<file path="src/rtl/multicycle_controller.sv">
// multicycle_controller
//   Sequencing FSM for a multicycle RV32-subset datapath. Walks each
//   instruction through FETCH/DECODE/EXEC/MEM/WB, waits on MemReady with a
//   bounded wait counter, and parks in TRAP on an illegal opcode or a
//   memory timeout until TrapAck.
//
//   state  | meaning
//   FETCH  | read instruction memory, load IR and advance PC on MemReady
//   DECODE | latch opcode, check legality
//   EXEC   | drive ALU controls for the latched opcode
//   MEM    | load/store access, wait for MemReady
//   WB     | register file write (one cycle)
//   TRAP   | all controls idle, hold TrapCause until TrapAck
//
// Parameters
//   TIMEOUT  cycles waited for MemReady before trapping (1..255)
//   CNT_W    wait-counter width, 2^CNT_W-1 >= TIMEOUT
// Optional feature
//   MULTICYCLE_BRANCH_EN  when defined, BEQ (1100011) is legal and resolves
//                         in EXEC; otherwise BEQ traps and BranchTaken is 0.
// Ports
//   clk, rst                 clock, asynchronous active-high reset
//   Opcode, Zero, MemReady,  instruction opcode, ALU zero flag, memory
//   TrapAck                  handshake, trap acknowledge
//   ALUOp, ALUSrc, MemtoReg, RegWrite, MemRead, MemWrite, PCWrite,
//   IRWrite, BranchTaken     datapath controls
//   Trap, TrapCause, State   trap status and debug state code
module multicycle_controller #(
  parameter int TIMEOUT = 16,
  parameter int CNT_W   = 8
) (
  input  logic       clk,
  input  logic       rst,
  input  logic [6:0] Opcode,
  input  logic       Zero,
  input  logic       MemReady,
  input  logic       TrapAck,
  output logic [1:0] ALUOp,
  output logic       ALUSrc,
  output logic       MemtoReg,
  output logic       RegWrite,
  output logic       MemRead,
  output logic       MemWrite,
  output logic       PCWrite,
  output logic       IRWrite,
  output logic       BranchTaken,
  output logic       Trap,
  output logic [1:0] TrapCause,
  output logic [2:0] State
);

  typedef enum logic [2:0] {
    S_FETCH  = 3'd0,
    S_DECODE = 3'd1,
    S_EXEC   = 3'd2,
    S_MEM    = 3'd3,
    S_WB     = 3'd4,
    S_TRAP   = 3'd5
  } state_t;

  localparam logic [6:0] OP_R     = 7'b0110011;
  localparam logic [6:0] OP_I     = 7'b0010011;
  localparam logic [6:0] OP_LOAD  = 7'b0000011;
  localparam logic [6:0] OP_STORE = 7'b0100011;
  localparam logic [6:0] OP_BEQ   = 7'b1100011;

  localparam logic [1:0] CAUSE_NONE    = 2'b00;
  localparam logic [1:0] CAUSE_ILLEGAL = 2'b01;
  localparam logic [1:0] CAUSE_TIMEOUT = 2'b10;

  state_t           state, state_nxt;
  logic [6:0]       op_q;
  logic [CNT_W-1:0] wait_cnt;
  logic [1:0]       cause_q, cause_nxt;
  logic             wait_expired;
  logic             op_legal;

  logic [1:0] alu_op;
  logic       alu_src, mem_to_reg, reg_write, mem_read, mem_write;
  logic       pc_write, ir_write, branch_taken;

  // Counter sits at TIMEOUT-1 during the TIMEOUT-th waiting cycle, so a
  // trap is taken after exactly TIMEOUT cycles without MemReady.
  assign wait_expired = (wait_cnt == CNT_W'(TIMEOUT - 1));

  always_comb begin
    op_legal = 1'b0;
    case (Opcode)
      OP_R, OP_I, OP_LOAD, OP_STORE: op_legal = 1'b1;
`ifdef MULTICYCLE_BRANCH_EN
      OP_BEQ:                        op_legal = 1'b1;
`endif
      default:                       op_legal = 1'b0;
    endcase
  end

  always_ff @(posedge clk or posedge rst) begin
    if (rst) begin
      state    <= S_FETCH;
      op_q     <= 7'b0000000;
      wait_cnt <= '0;
      cause_q  <= CAUSE_NONE;
    end else begin
      state   <= state_nxt;
      cause_q <= cause_nxt;
      if (state == S_DECODE) op_q <= Opcode;
      if (state_nxt != state) begin
        wait_cnt <= '0;
      end else if (state == S_FETCH || state == S_MEM) begin
        wait_cnt <= wait_cnt + 1'b1;
      end
    end
  end

  always_comb begin
    state_nxt    = state;
    cause_nxt    = cause_q;
    alu_op       = 2'b00;
    alu_src      = 1'b0;
    mem_to_reg   = 1'b0;
    reg_write    = 1'b0;
    mem_read     = 1'b0;
    mem_write    = 1'b0;
    pc_write     = 1'b0;
    ir_write     = 1'b0;
    branch_taken = 1'b0;
    case (state)
      S_FETCH: begin
        mem_read = 1'b1;
        if (MemReady) begin
          ir_write  = 1'b1;
          pc_write  = 1'b1;
          state_nxt = S_DECODE;
        end else if (wait_expired) begin
          state_nxt = S_TRAP;
          cause_nxt = CAUSE_TIMEOUT;
        end
      end
      S_DECODE: begin
        if (op_legal) begin
          state_nxt = S_EXEC;
        end else begin
          state_nxt = S_TRAP;
          cause_nxt = CAUSE_ILLEGAL;
        end
      end
      S_EXEC: begin
        case (op_q)
          OP_R: begin
            alu_op    = 2'b10;
            state_nxt = S_WB;
          end
          OP_I: begin
            alu_op    = 2'b00;
            alu_src   = 1'b1;
            state_nxt = S_WB;
          end
          OP_LOAD, OP_STORE: begin
            alu_op    = 2'b01;
            alu_src   = 1'b1;
            state_nxt = S_MEM;
          end
`ifdef MULTICYCLE_BRANCH_EN
          OP_BEQ: begin
            alu_op       = 2'b11;
            branch_taken = Zero;
            pc_write     = Zero;
            state_nxt    = S_FETCH;
          end
`endif
          default: begin
            state_nxt = S_TRAP;
            cause_nxt = CAUSE_ILLEGAL;
          end
        endcase
      end
      S_MEM: begin
        if (op_q == OP_LOAD) mem_read = 1'b1;
        else                 mem_write = 1'b1;
        // Ready wins over an expiring counter in the same cycle.
        if (MemReady) begin
          state_nxt = (op_q == OP_LOAD) ? S_WB : S_FETCH;
        end else if (wait_expired) begin
          state_nxt = S_TRAP;
          cause_nxt = CAUSE_TIMEOUT;
        end
      end
      S_WB: begin
        reg_write  = 1'b1;
        mem_to_reg = (op_q == OP_LOAD);
        state_nxt  = S_FETCH;
      end
      S_TRAP: begin
        if (TrapAck) begin
          state_nxt = S_FETCH;
          cause_nxt = CAUSE_NONE;
        end
      end
      default: begin
        state_nxt = S_TRAP;
        cause_nxt = CAUSE_ILLEGAL;
      end
    endcase
  end

`ifndef MULTICYCLE_BRANCH_EN
  logic unused_zero;
  assign unused_zero = Zero;
`endif

  // Reset forces FETCH, whose decode would raise MemRead; mask every control
  // while rst is high so nothing is driven until release.
  assign ALUOp       = rst ? 2'b00 : alu_op;
  assign ALUSrc      = alu_src      & ~rst;
  assign MemtoReg    = mem_to_reg   & ~rst;
  assign RegWrite    = reg_write    & ~rst;
  assign MemRead     = mem_read     & ~rst;
  assign MemWrite    = mem_write    & ~rst;
  assign PCWrite     = pc_write     & ~rst;
  assign IRWrite     = ir_write     & ~rst;
`ifdef MULTICYCLE_BRANCH_EN
  assign BranchTaken = branch_taken & ~rst;
`else
  assign BranchTaken = 1'b0;
`endif
  assign Trap        = (state == S_TRAP) & ~rst;
  assign TrapCause   = rst ? CAUSE_NONE : cause_q;
  assign State       = state;

endmodule

</file>
<file path="config.mk">
export PLATFORM = sky130hd
export DESIGN_NAME = multicycle_controller
export DESIGN_NICKNAME = d
export VERILOG_FILES = /design/src/rtl/multicycle_controller.sv
export SDC_FILE = /design/constraint.sdc
export NUM_CORES = 1
export LEC_CHECK = 0
export ABC_AREA = 1
export CAP_MARGIN = 15
export CORE_ASPECT_RATIO = 0.9
export CORE_MARGIN = 2
export CORE_UTILIZATION = 35
export CTS_CLUSTER_SIZE = 12
export DETAILED_ROUTE_END_ITERATION = 16
export HOLD_SLACK_MARGIN = 0.08
export SLEW_MARGIN = 10
export SYNTH_ARGS = -nofsm -noshare
export SYNTH_HDL_FRONTEND = slang
export SYNTH_SLANG_ARGS = --single-unit
</file>
<file path="constraint.sdc">
create_clock -name clk -period 1.7 [get_ports clk]
set_clock_uncertainty 0.05 [all_clocks]
set_input_delay 0.34 -clock clk [delete_from_list [all_inputs] [get_ports clk]]
set_output_delay 0.34 -clock clk [all_outputs]
set_load 0.01 [all_outputs]
</file>
==> results.tsv, run 1 <==
metric	value	unit
outcome	finished, violations left	
failing checks	negative setup slack	
post-layout util	62.6	%
Routed WL per cell	13.5	um
width of the die	67.8	um
min-delay worst type	flop to flop	
area leader, netlist	dfrtp_1	
syn_area_per_cell	7.12	um2
Final Cell Area	0.00216	mm2
Post-synth top cells	40 x nand2_1, 26 x nor2_1, 24 x inv_1, 20 x dfrtp_1, 16 x nand3_1	
I/O Buffers	25	
register clock-pin slew on the reported worst setup and hold paths	80	ps
Synth Instances	180	
die area	0.00416	mm2
Post-Place Worst Slack	-405	ps
Synth Cell Area	0.00128	mm2
Min Hold Slack	435	ps
n_diodes	0	
IO Count	28	
Peak Freq	536	MHz
min-delay src	cause_q[0]	
R2R setup slack	-170	ps
Clock Latency Late Sink	260	ps
area of the multi-input gates	878	um2
main flop type after synthesis	dfrtp_1	
Starting Density	37.1	%
leakage power	1.08	nW
core area	0.00345	mm2
top cells by area, synth	dfrtp_1 39%, nand2_1 12%, nor2_1 7.6%	
worst reg2reg startpoint	State[1]	
critical path's largest stage delay	450	ps
Min-Delay Endpoint	cause_q[0]	
final net count	263	
slowest stage cell, crit path	dfrtp_2	
Final HPWL DP	2.67	mm
Final Hold Viols	0	
largest net degree at the start of global routing	21	
height of the die	61.4	um
vias per cell	4.86	
Tot GR Track Use	19.2	%
flops & latches, synth	20	
Longest Clk Path Bufs	2	
WP data required	1850	ps
Worst Reg-to-Reg Cells	11	
final wirelength	3.95	mm
FF/Latch Area	504	um2
most frequent cell after synthesis	nand2_1	
filler instances	307	
crit path launch type	flop	
Critical Path AT	2020	ps
via count	1424	
CTS sink cnt	20	
crit path cell chain	buf_4, buf_4, nor3_4, nand2_2, nand2_2, nor2_1, nand3_1, nand2_1, nor2_2, nand2_4, nor2_2	
setup TNS	-2010	ps
VDD IR max	0.725	mV
first-pass GRT wire length	5.91	mm
Pre-Repair DR Iteration Count	4	
Max-Cap Viols	0	
CTS root buffer	clkbuf_8	
layout cells sized above 1	46.2	%
Post-Layout Cell Count	293	
RSZ-0062 raised after global routing	true	
CTS tree	done	
Final Cycle Share	110	%
Post-CTS Hold Buffers	0	
CP endpoint kind	flop	
Initial DRC Count	95	
standard-cell rows	20	
power per cell area	1430	mW/mm2
asr flop ratio synth	100	%
initial antenna violation count	0	
YS warnings	0	
vias in the first global route	1341	
CP startpoint	State[1]	
Synth top area share	39.0	%
grt total ovfl	0	
final antenna-violating net count	0	
placed cell area	0.00183	mm2
htree depth	1	
critical setup path kind	flop to flop	
final count of negative-setup-slack endpoints	17	
fin worst setup slack	-166	ps
reg-to-reg endpoint	wait_cnt[2]	
drc violations	0	
min Tclk post-route	1870	ps
post-synthesis sequential area ratio	39.0	%
number of synthesized flops with an enable pin	0	
dpl cells	280	
gpl congestion	0.839	
Area Overhead vs Synth	68.5	%
WHS Path Cells	2	
Synth cell types	27	
total CTS buffers	3	
syn_nets	193	
worst-path fanout max	8	
final slew viol count	0	
Pwr Total	3.10	mW
==> critical path, delay by kind of cell, from the launching register on <==
kind | cells | cell delay, ps
DFF | 1 | 450
buffers and inverters | 2 | 290
and+or+nand+nor | 9 | 1000
==> cell usage in the layout (no fill, tap or decap), types with 8 or more instances in the layout <==
cell and count:
buf_2 8, buf_4 35, buf_6 10, clkdlybuf4s50_1 9, dfrtp_1 17, inv_1 20
nand2_1 35, nand3_1 11, nor2_1 14, nor2_2 12, nor2_4 10
==> area by class of cell <==
cell class / count / share of cell area [%]
tap: 44 / 2.55
timing repair buffer: 68 / 26.0
clock buffer: 4 / 2.55
multi-input combinational: 130 / 40.6
sequential: 20 / 23.3
inverter: 27 / 4.92
==> what timing repair did <==
item                       CTS  global route
pin swaps                   13            10
gates resized for setup     80            37
setup endpoints to repair   23            21
gates cloned                 0             0
buffers inserted             5             4
==> how the worst max path moves through the flow <==
| stage | end | cells past startpoint |
|---|---|---|
| 2_1_floorplan | ALUSrc | 5 |
| 3_3_place_gp | IRWrite | 4 |
| 3_5_place_dp | PCWrite | 4 |
| 4_1_cts | MemRead | 6 |
| 5_1_grt | ALUSrc | 7 |
| 6_report | wait_cnt[2] | 11 |
==> sequential cells by signal (all words and copies together) (netlist names) <==
name / flops
op_q: 7
cause_q: 2
wait_cnt: 8
State: 3
==> report_power, final <==
part           internal (mW)  switching [mW]  total, mW
combinational          0.867            1.09       1.96
sequential             0.628           0.135      0.763
clock                  0.207           0.170      0.376
total                   1.70            1.39       3.10
==> logic make-up after synthesis <==
| kind of cell | after synthesis | share of synthesized area [%] |
|---|---|---|
| multiplexers | 1 | 0.878 |
| flip-flops | 20 | 39.0 |
| XOR/XNOR | 7 | 4.78 |
| AO/OA/AOI/OAI | 13 | 5.07 |
| adder cells (fa/ha/maj) | 1 | 0.975 |
| other | 1 | 0.292 |
| AND/OR/NAND/NOR | 107 | 39.6 |
| buffers and inverters | 30 | 9.37 |
==> per-layer routing <==
layer	part of all wire, %	routed length [um]	GRT usage (%)	vias up
met5	0	0	0	-
met4	1.1	42	6.00	0
met3	4.6	181	2.56	7
met2	50	1990	34.2	34
met1	44	1740	24.6	686
li1	-	-	-	697
(Power assumes the default switching activity.)
==> run 2, diff against run 1 <==
--- a/config.mk
+++ b/config.mk
@@ -8,11 +8,11 @@
 export ABC_AREA = 1
 export CAP_MARGIN = 15
 export CORE_ASPECT_RATIO = 0.9
-export CORE_MARGIN = 2
 export CORE_UTILIZATION = 35
 export CTS_CLUSTER_SIZE = 12
 export DETAILED_ROUTE_END_ITERATION = 16
 export HOLD_SLACK_MARGIN = 0.08
+export SETUP_SLACK_MARGIN = 0.3
 export SLEW_MARGIN = 10
 export SYNTH_ARGS = -nofsm -noshare
 export SYNTH_HDL_FRONTEND = slang
==> run 2 against run 1 <==
Sequential cell count did not move; largest cell class unchanged; maximum frequency down 0.89%; critical path type is now flop to output port; via count is 4.6% higher; the flow still finishes with violations (negative setup slack); first-iteration DRC count is 43% lower.
==> results.tsv, run 2 (synthesis gave the netlist of run 1 again) <==
metric	value	unit	change
Initial DRC Count	54		-43%
Post-CTS Hold Buffers	0		unchanged
initial antenna violation count	0		unchanged
VDD IR max	0.761	mV	+4.9%
final net count	276		+4.9%
R2R setup slack	-160	ps	about the same
critical setup path kind	flop to output port		
failing checks	negative setup slack		
Critical Path AT	1490	ps	-530 ps
n_diodes	0		unchanged
Tot GR Track Use	20.6	%	+1.4 points
via count	1489		+4.6%
met2 Use GR	35.6	%	+1.4 points
CP endpoint kind	output port		
Clock Latency Late Sink	260	ps	about the same
layout cells sized above 1	55.7	%	+9.5 points
Comb pwr share	68.0	%	+4.8 points
final slew viol count	0		unchanged
leakage power	1.15	nW	+6.7%
register clock-pin slew on the reported worst setup and hold paths	70	ps	about the same
final count of negative-setup-slack endpoints	18		+1
vias per cell	4.87		+0.12%
I/O Buffers	25		unchanged
Top Usage Layer GRT	met2		
GR Util met3	3.08	%	+0.52 points
grt total ovfl	0		unchanged
sequential power share	21.6	%	-3.0 points
drc violations	0		unchanged
IO Count	28		unchanged
min Tclk post-route	1880	ps	+16.8 ps
worst-path fanout max	4		-4
CTS sink cnt	20		unchanged
Worst Reg-to-Reg Cells	13		+2
min-delay worst type	input pin to async pin		
Internal Power	1.97	mW	+16%
largest net degree at the start of global routing	21		unchanged
gpl congestion	0.856		+2.0%
Area Overhead vs Synth	82.4	%	
width of the die	65.8	um	-2.9%
Starting Density	37.4	%	+0.27 points
height of the die	59.4	um	-3.3%
Largest register FFs	8		unchanged
clock power share	10.4	%	-1.8 points
Longest Clk Path Bufs	2		unchanged
Post-Place Worst Slack	-468	ps	-63.4 ps
WP data required	1310	ps	-540 ps
standard-cell rows	20		unchanged
sw frac	44.3	%	-0.75 points
power per cell area	1510	mW/mm2	+5.7%
core area	0.00343	mm2	-0.72%
Final Cycle Share	111	%	+0.99 points
Peak Freq	531	MHz	-0.89%
Routed WL per cell	13.9	um	+2.9%
Final HPWL DP	2.66	mm	-0.68%
sw power	1.57	mW	+13%
vias in the first global route	1380		+2.9%
htree depth	1		unchanged
CTS tree	done		
RSZ-0062 raised after global routing	true		
first-pass GRT wire length	6.11	mm	+3.3%
Top reg by flops	wait_cnt		
setup TNS	-2130	ps	-119 ps
final wirelength	4.24	mm	+7.5%
fin worst setup slack	-182	ps	-16.8 ps
total CTS buffers	3		unchanged
crit path launch type	flop		
final antenna-violating net count	0		unchanged
Final Hold Viols	0		unchanged
Max-Cap Viols	0		unchanged
most common library cell in the layout ignoring fill and taps	buf_4		
most frequent cells in the layout	38 x buf_4, 28 x nand2_1, 23 x buf_6, 19 x inv_1, 17 x dfrtp_1		
outcome	finished, violations left		
CTS root buffer	clkbuf_8		
die area	0.00391	mm2	-6.1%
met1 Track Usage GR	26.0	%	+1.5 points
Pre-Repair DR Iteration Count	4		unchanged
==> run 2: cell types whose count changed in the layout (fill, tap and decap cells not counted), moves of 2 or more <==
cell           delta
buf_2             +2
buf_4             +3
buf_6            +13
dlygate4sd2_1     -5
nand2_1           -7
nand2_2           +7
o21ai_0           -4
o21ai_2           +3
==> run 2: stage by stage <==
step                      hold slack, ps  total power [mW]  area, um2  util [%]  std cells
after global placement               410              2.27       1920      56.0        284
after global routing                 157              3.76       2340      68.2        306
after floorplan                      392              1.59       1350         -        180
after detailed placement             414              2.30       1920      56.0        284
after CTS                            136              2.87       2070      60.5        296
final                                122              3.54       2340      68.2        306
==> run 2: layout make-up <==
type | count | area, um2
repair buffers | 81 | 689
well taps | 44 | 55.1
fillers | 270 | 1090
flip-flops and latches | 20 | 504
multi-input cells | 130 | 923
clock buffers | 4 | 55.1
inverters | 27 | 113
==> run 2: worst paths after layout <==
kind                             from          end
min in group clk           cause_q[1]   cause_q[1]
hold reg to reg            cause_q[1]   cause_q[1]
setup / recovery             State[1]       ALUSrc
hold / removal                    rst      op_q[5]
setup reg to reg             State[1]  wait_cnt[2]
max in group asynchronous         rst     State[2]
==> run 2: what timing repair did <==
item,CTS,global route
setup buffers,8,10
setup endpoints to repair,30,35
pin swaps,21,25
gates resized for setup,93,56
hold endpoints to repair,0,0
==> run 2: critical path: stages, from the launching register on <==
cell     delay, ps
dfrtp_2        400
inv_2           70
nor3_4         250
nand2_1        100
o21ai_2        140
inv_1           70
nor2_2          70
buf_2          130
==> run 2: power by group through the flow <==
stage | clock network, mW | registers, mW | logic (mW)
after floorplan | 0 | 0.772 | 0.821
after global placement | 0 | 0.742 | 1.53
after detailed placement | 0 | 0.750 | 1.55
after CTS | 0.376 | 0.743 | 1.75
after global routing | 0.398 | 0.785 | 2.58
final | 0.370 | 0.765 | 2.41
==> run 2: routing by layer <==
layer / vias to the layer above / share of wire, %
met5: - / 0
met4: 0 / 2.9
met3: 13 / 3.8
met2: 42 / 53
met1: 710 / 41
li1: 724 / -
